`src/rtl/vga_timing_gen.sv`:
```
// vga_timing_gen: raster timing generator for the VGA path.
// It keeps free-running h/v counters that advance on pixel_strobe. On each strobe it
// registers the decoded sync, active, scaled x/y and event pulses. The pixel-scale
// shift is latched only at frame wrap, so one frame never mixes two scales.
module vga_timing_gen #(
   parameter int   H_ACTIVE = 640,
   parameter int   H_FP     = 16,
   parameter int   H_SYNC   = 96,
   parameter int   H_BP     = 48,
   parameter int   V_ACTIVE = 480,
   parameter int   V_FP     = 10,
   parameter int   V_SYNC   = 2,
   parameter int   V_BP     = 33,
   parameter logic HS_POL   = 1'b0,
   parameter logic VS_POL   = 1'b0,
   parameter int   H_W      = 10,
   parameter int   V_W      = 10
) (
   input  logic           clk,
   input  logic           reset,
   input  logic           pixel_strobe,
   input  logic [1:0]     scale,
   output logic           hsync,
   output logic           vsync,
   output logic           active,
   output logic [H_W-1:0] x,
   output logic [V_W-1:0] y,
   output logic           frame_start,
   output logic           line_end,
   output logic           vblank_start,
   output logic [15:0]    frame_count
);

   localparam int unsigned H_TOTAL  = H_ACTIVE + H_FP + H_SYNC + H_BP;
   localparam int unsigned V_TOTAL  = V_ACTIVE + V_FP + V_SYNC + V_BP;
   localparam int unsigned HS_START = H_ACTIVE + H_FP;
   localparam int unsigned HS_END   = H_ACTIVE + H_FP + H_SYNC;
   localparam int unsigned VS_START = V_ACTIVE + V_FP;
   localparam int unsigned VS_END   = V_ACTIVE + V_FP + V_SYNC;

   logic [H_W-1:0] h;
   logic [V_W-1:0] v;
   logic [1:0]     scale_q;

   logic [31:0] hn;
   logic [31:0] vn;
   logic        h_last;
   logic        v_last;
   logic        h_vis;
   logic        v_vis;
   logic        h_sync_on;
   logic        v_sync_on;

   // Decode the current counter position; compared at 32 bits so that sync end
   // bounds equal to the total never overflow the counter width.
   always_comb begin
      hn        = 32'(h);
      vn        = 32'(v);
      h_last    = (hn == H_TOTAL - 1);
      v_last    = (vn == V_TOTAL - 1);
      h_vis     = (hn < H_ACTIVE);
      v_vis     = (vn < V_ACTIVE);
      h_sync_on = (hn >= HS_START) && (hn < HS_END);
      v_sync_on = (vn >= VS_START) && (vn < VS_END);
   end

   // Counters, frame bookkeeping and registered outputs; pulses self-clear every clock.
   always_ff @(posedge clk) begin
      if (reset) begin
         h            <= '0;
         v            <= '0;
         frame_count  <= '0;
         scale_q      <= scale;
         hsync        <= ~HS_POL;
         vsync        <= ~VS_POL;
         active       <= 1'b0;
         x            <= '0;
         y            <= '0;
         frame_start  <= 1'b0;
         line_end     <= 1'b0;
         vblank_start <= 1'b0;
      end else begin
         frame_start  <= 1'b0;
         line_end     <= 1'b0;
         vblank_start <= 1'b0;
         if (pixel_strobe) begin
            hsync        <= h_sync_on ? HS_POL : ~HS_POL;
            vsync        <= v_sync_on ? VS_POL : ~VS_POL;
            active       <= h_vis && v_vis;
            x            <= h_vis ? (h >> scale_q) : '0;
            y            <= v_vis ? (v >> scale_q) : '0;
            frame_start  <= (h == '0) && (v == '0);
            line_end     <= h_last;
            vblank_start <= h_last && (vn == V_ACTIVE - 1);
            if (h_last) begin
               h <= '0;
               if (v_last) begin
                  v           <= '0;
                  frame_count <= frame_count + 16'd1;
                  scale_q     <= scale;
               end else begin
                  v <= v + V_W'(1);
               end
            end else begin
               h <= h + H_W'(1);
            end
         end
      end
   end

endmodule
```
`config.mk`:
```
export PLATFORM = sky130hd
export DESIGN_NAME = vga_timing_gen
export DESIGN_NICKNAME = d
export VERILOG_FILES = /design/src/rtl/vga_timing_gen.sv
export SDC_FILE = /design/constraint.sdc
export NUM_CORES = 1
export LEC_CHECK = 0
export CORE_ASPECT_RATIO = 1.25
export CORE_MARGIN = 8
export CORE_UTILIZATION = 30
export DETAILED_ROUTE_END_ITERATION = 8
export SLEW_MARGIN = 0
export SYNTH_ARGS = -nofsm -noshare
export SYNTH_HDL_FRONTEND = slang
export SYNTH_SLANG_ARGS = --single-unit
export TNS_END_PERCENT = 20
```
`constraint.sdc`:
```
create_clock -name clk -period 2.9 [get_ports clk]
set_input_delay 0.29 -clock clk [delete_from_list [all_inputs] [get_ports clk]]
set_output_delay 0.29 -clock clk [all_outputs]
set_load 0.005 [all_outputs]
```
==> results of run 1 <==
layer usage:
metal  share of wire [%]  wire length, um  vias up
met5                   0                0        -
met4                 2.0              152        0
met3                 6.7              510       12
met2                  43             3260       61
met1                  48             3650     1244
li1                    -                -     1311
metrics by stage:
| step | power (mW) | utilization [%] | setup slack [ps] | hold WS (ps) |
|---|---|---|---|---|
| after floorplan | 0.999 | - | 1100 | 389 |
| after global placement | 1.03 | 35.7 | 534 | 444 |
| after detailed placement | 1.03 | 35.7 | 479 | 439 |
| after CTS | 2.16 | 38.7 | 614 | 452 |
| after global routing | 2.21 | 38.7 | 426 | 480 |
| final | 2.12 | 38.7 | 632 | 448 |
power by group through the flow:
| stage | clock network (mW) | registers (mW) | logic (mW) |
|---|---|---|---|
| 2_1_floorplan | 0 | 0.923 | 0.0753 |
| 3_3_place_gp | 0 | 0.942 | 0.0916 |
| 3_5_place_dp | 0 | 0.942 | 0.0922 |
| 4_1_cts | 1.14 | 0.923 | 0.0924 |
| 5_1_grt | 1.19 | 0.927 | 0.101 |
| 6_report | 1.11 | 0.924 | 0.0911 |
final cells by class:
cell class,instances,area (sq um)
fill,1041,6410
multi-input combinational,247,1710
sequential,64,1300
timing repair buffer,52,505
clock buffer,13,270
tap,132,165
inverter,13,48.8
clock inverter,3,40.0
synth_stat cells (all sizes together) (2+ instances only):
cell type and n:
dfxtp 62, nor2 47, nand2 31, xnor2 27, nor3 25, clkbuf 17, inv 13, buf 12
mux2i 11, nor4 11, nand4 10, a22oi 9, nand3 8, mux4 7, a32o 6, and3 6
nor2b 6, and4 5, ha 5, o21ai 5, a21oi 4, xor2 4, a211o 2, and2 2
edfxtp 2, nand4b 2, o31ai 2, or2 2
flip-flops by register name, indices dropped and copies added, names as in the netlist:
signal / count
active: 1
vblank_start: 1
x: 10
h: 10
frame_count: 16
hsync: 1
v: 10
frame_start: 1
scale_q: 2
line_end: 1
vsync: 1
y: 10
cells by family (layout without fill, tap and decap cells):
kind of cell,count (synthesis),in the layout
and+or+nand+nor,160,160
DFF,64,64
buffers and inverters,42,81
AOI/OAI and AO/OA,33,33
xor gates and xnor gates,31,31
muxes,18,18
adders and majority gates,5,5
layout by cell type, fill, tap and decap left out, types with 7 or more instances in the layout:
| cell type | instances |
|---|---|
| mux2i_1 | 11 |
| inv_1 | 13 |
| a22oi_1 | 9 |
| nor2_1 | 47 |
| nand3_1 | 7 |
| nand2_1 | 31 |
| mux4_2 | 7 |
| nor3_1 | 23 |
| dfxtp_1 | 62 |
| clkbuf_16 | 9 |
| clkdlybuf4s50_1 | 46 |
| xnor2_1 | 27 |
| nand4_1 | 9 |
path summary, 6_finish.rpt:
check                           start         end  slack, ps  cells after the start
worst max-delay path             v[4]  scale_q[0]        630                      4
worst min-delay path             x[9]        x[9]        450                      2
worst max register to register   v[4]  scale_q[0]        630                      4
worst min register to register   x[9]        x[9]        450                      2
worst min-delay path, cell delays in order, from the launching register on:
cell	delay (ps)
dfxtp_1	320
nand2_1	50
o41ai_1	50
==> impl_results.md, run 1 <==
- Fin. Hold Viols: 0
- Comb pwr share: 4.3%
- Synth Area in Simple Gates: 27.0%
- Number of diodes: 0
- GRT Overall Usage: around 11%
- Antenna violations before repair: 0
- Clk Latency, worst-skew pair: 330 ps
- Fin Setup TNS: 0 ps
- Post-CTS sizing: 0
- Port-buffer cells: 46
- Worst-path clk slew: approximately 50 ps
- Total clock sinks: 64
- Via-to-Cell Ratio: roughly 5
- Synth warn: 0
- DRT antenna net count: 0
- Syn Area/Cell: 9.03 sq um
- Met2 layer usage reported by global route: about 15%
- Crit path DAT: roughly 2300 ps
- Crit-path cells: nor4_4, nand3_2, nor3_2, or2_1
- GR Util met3: 4.01%
- Seq pwr share: between 40% and 50%
- Gate Count Post-Synth: roughly 350
- Routability Congestion: between 0.7 and 0.8
- Sw frac: roughly a fifth
- Startpoint Class: flop
- Synth top area share: about two fifths
- Data required time of the worst path: ~2900 ps
- Die W: approximately 110 um
- Num rows: 42
- CP max FO: 12
- Peak supply drop: ~250 uV
- Pwr per Cell Area: between 500 and 600 nW/um^2
- Max Slew Vio Count: 0
- Via count: approximately 2600
- Worst hold path class: flop to flop
- Seq/Total Area, Yosys: just over 40%
- Dpl cell area: around 3700 sq um
- Placed cells: roughly 510
- Slew HR: 35.6%
- Post-synthesis compound-gate area fraction: slightly below 8%
- Starting Density: just over 30%
- DRT Pass-1 Iters: 5
- Num CTS Buffers: 9
- Area contributors post-synth: dfxtp_1 (39%), xnor2_1 (7.4%), nor2_1 (5.5%)
- EDFF count, synth: 2
- Multiplexer share of the synthesized area: about 8.4%
- Clock buffer depth: 2
- Status: finished, final reports clean
- Fmax: 441 MHz
- Die height: about 130 um
- Top FF cell, synth: dfxtp_1
- Largest family of logic cells by synthesized area: simple AND/OR/NAND/NOR gates
- Adder-Cell Fraction of Synth Area: a little under 2%
- #FFs+latches synth: 64
- Unrepaired setup endpoints after global routing: false
- Post-synthesis xor/xnor area fraction: between 8 and 9%
- Post-DP HPWL: roughly 5200 um
- CP Class: flop to flop
- Netlist Area Pre-Place: 3190 sq um
- Distinct cells, synth: 46
- GR Overflow Total: 0
- Final setup vio count: 0
- Post-layout instance area: around 4000 sq um
- Worst Setup End Kind: flop
- Final period utilization: between 70 and 80%
- Non-Filler Instances: between 500 and 600
- Clk network pwr share: 52.2%
- Number of global-route vias before repair: 2533
- GR met1 Demand/Resource: between 10% and 20%
- DRC viols: 0
- Synth async-reset ratio: 0%
- H-tree Lvls: 3
- First-pass GRT wire length: about 13000 um
- Detailed router's first-iteration violation count: around 150
- Internal: ~1.7 mW
- Area delta synth->final: 26.9%
- Top delay family on crit path: simple AND/OR/NAND/NOR gates
- Share of layout cells above drive strength 1: between 10 and 15%
- Yosys top cell by area: dfxtp_1
- Worst-margin pin slew: 965 ps
- CP peak stage delay: between 400 and 500 ps
- Largest net degree at the start of global routing: 25
- Total wire length: ~7600 um
- Switch Pwr: ~0.45 mW
- Worst Clk Skew: just over 8 ps
- Die ar.: about 14000 sq um
- Crit path time final: 2270 ps
- # IOs: 47
- CP max-delay cell: nor4_4
- Max_cap viols: 0
- CTS tree: done
- Hold-fix buffer count after cts: 0
- Wire per inst: around 14 um
- Root buf cell: clkbuf_16
- Bufs and invs on worst path: 0
- Syn nets: 363
- Pleak: ~1.4 nW
- Top Usage Layer GRT: met2
- Core Area: roughly 10000 sq um
- Nets: 397
- Postcts setup bufs: 0
(Power assumes the default switching activity.)
==> inputs of run 2 (changes only) <==
- clock period: 2.9 -> 1.95 ns (I/O delays scaled with it)
==> run 2 against run 1 <==
Effect of this change:
- critical path depth up 1
- sequential cell count unchanged
- clock power up 29%
- global-route usage down 0.060 points
- fmax up 25%
- register-to-register slack worse by 490 ps
- cell area up 5.0%
- die area unchanged
- clock skew up 1.3 ps
- non-clock buffer count up 32
- combinational power up 100%
- critical path type unchanged
- largest power group unchanged
- highest routed layer unchanged
==> impl_results.md, run 2 (same netlist as run 1, synthesis figures left out) <==
- Dpl cell area: 3970 sq um (+6.4%)
- Detailed router's first-iteration violation count: 106 (-27%)
- Share of layout cells above drive strength 1: 17.3% (+7.1 points)
- GR Overflow Total: 0 (unchanged)
- Pwr per Cell Area: 700 nW/um^2 (+33%)
- Fmax: 552 MHz (+25%)
- Num rows: 42 (unchanged)
- Worst hold path class: primary input to flop
- CTS tree: done
- Worst-margin pin slew: 675 ps (-290 ps)
- Area delta synth->final: 33.1%
- Peak supply drop: 465 uV (+83%)
- DRT antenna net count: 0 (unchanged)
- Starting Density: 30.5% (unchanged)
- Routability Congestion: 0.795 (+2.6%)
- Via-to-Cell Ratio: 4.99 (-0.45%)
- Crit path DAT: 2030 ps (-220 ps)
- Fillers: 1027 (-1.3%)
- Final setup vio count: 0 (unchanged)
- Worst Clk Skew: 9.38 ps (+1.25 ps)
- Commonest non-fill, non-tap cell in the layout: dfxtp_1
- Post-layout instance area: 4240 sq um (+5.0%)
- Core Area: 10500 sq um (unchanged)
- Port-buffer cells: 46 (unchanged)
- Max_cap viols: 0 (unchanged)
- Placed cells: 540 (+6.3%)
- Final period utilization: 92.9% (+15 points)
- DRC viols: 0 (unchanged)
- Number of global-route vias before repair: 2714 (+7.1%)
- Die ar.: 14200 sq um (unchanged)
- CP peak stage delay: 450 ps (about the same)
- Total wire length: 7780 um (+2.7%)
- Post-DP HPWL: 5560 um (+6.5%)
- Total clock sinks: 64 (unchanged)
- Pleak: 1.55 nW (+10%)
- # IOs: 47 (unchanged)
- CP Class: flop to flop
- Crit-path cells: nor4_4, nand4_1, nor4_2, xnor2_1, nor2_1
- Wire per inst: 14.0 um (-3.0%)
- Worst Setup End Kind: flop
- Data required time of the worst path: 2170 ps (-710 ps)
- Die height: 131 um (unchanged)
- Most frequent cells in the layout: dfxtp_1 (62), nor2_1 (47), clkdlybuf4s50_1 (46)
- CP max FO: 5 (-7)
- Status: finished, final reports clean
- Fin Setup TNS: 0 ps (unchanged)
- Antenna violations before repair: 0 (unchanged)
- First-pass GRT wire length: 13100 um (+3.0%)
- Largest register FFs: 16 (unchanged)
- Non-Filler Instances: 555 (+5.9%)
- Number of diodes: 0 (unchanged)
- H-tree Lvls: 3 (unchanged)
- Slew HR: 54.8% (+19 points)
- DRT Pass-1 Iters: 4 (-1)
- Root buf cell: clkbuf_16
- Setup WS pre-CTS: 37.2 ps (-442 ps)
- Crit path time final: 1810 ps (-456 ps)
- Final Core Density: 40.6% (+1.9 points)
- Startpoint Class: flop
- Fin. Hold Viols: 0 (unchanged)
- Die W: 108 um (unchanged)
- GRT Overall Usage: 11.1% (-0.060 points)
- Unrepaired setup endpoints after global routing: false
- Largest net degree at the start of global routing: 25 (unchanged)
- Tot Pwr: 2.97 mW (+40%)
- Worst-path clk slew: 60 ps (about the same)
- CP max-delay cell: nor4_4
- Max Slew Vio Count: 0 (unchanged)
- Nets: 429 (+8.1%)
- Clk Latency, worst-skew pair: 330 ps (about the same)
- Top reg by flops: frame_count
- Num CTS Buffers: 9 (unchanged)
- Final worst slack: 138 ps (-494 ps)
- Clock buffer depth: 2 (unchanged)
- Postcts setup bufs: 0 (unchanged)
- Fin Hold WS: 428 ps (-20.3 ps)
- Via count: 2771 (+5.4%)
run 2: changes by cell type in the layout (fill, tap and decap cells not counted), sizes merged:
cell	change
bufinv	-1
clkinv	+1
clkinvlp	+1
clkbuf	-2
buf	+32
run 2: critical path, delay by kind of cell, from the launching register on:
kind,cells,cell delay (ps)
simple gates,4,1220
flops,1,330
xor+xnor,1,160
run 2: metal layers:
metal | vias up | track usage, % | part of all wire, %
li1 | 1374 | - | -
met3 | 18 | 2.59 | 6.3
met5 | - | 0 | 0
met2 | 73 | 16.4 | 44
met1 | 1306 | 14.8 | 47
met4 | 0 | 5.18 | 2.0
run 2: final timing paths:
| check | from | end | slack [ps] | cells past startpoint |
|---|---|---|---|---|
| setup / recovery | v[4] | frame_count[12] | 140 | 5 |
| hold / removal | scale[0] | scale_q[0] | 430 | 1 |
| setup reg to reg | v[4] | frame_count[12] | 140 | 5 |
| hold reg to reg | x[9] | x[9] | 450 | 2 |
run 2: area by class of cell:
type | count | area, sq um | area share (%)
clock inverter | 4 | 22.5 | 0.531
timing repair buffer | 84 | 746 | 17.6
multi-input combinational | 247 | 1720 | 40.5
tap | 132 | 165 | 3.89
sequential | 64 | 1300 | 30.7
clock buffer | 11 | 243 | 5.72
inverter | 13 | 48.8 | 1.15
run 2: what timing repair did:
action / 4_1_cts / 5_1_grt
endpoints found under the setup margin: 0 / 10
resized for setup: 0 / 2
hold buffers: 0 / 0
run 2: power breakdown:
part	internal [mW]	total, mW	leakage [nW]	switching, mW
logic	0.0893	0.183	0.899	0.0936
registers	1.33	1.35	0.521	0.0161
clock network	0.879	1.43	0.131	0.555
total	2.30	2.97	1.55	0.665
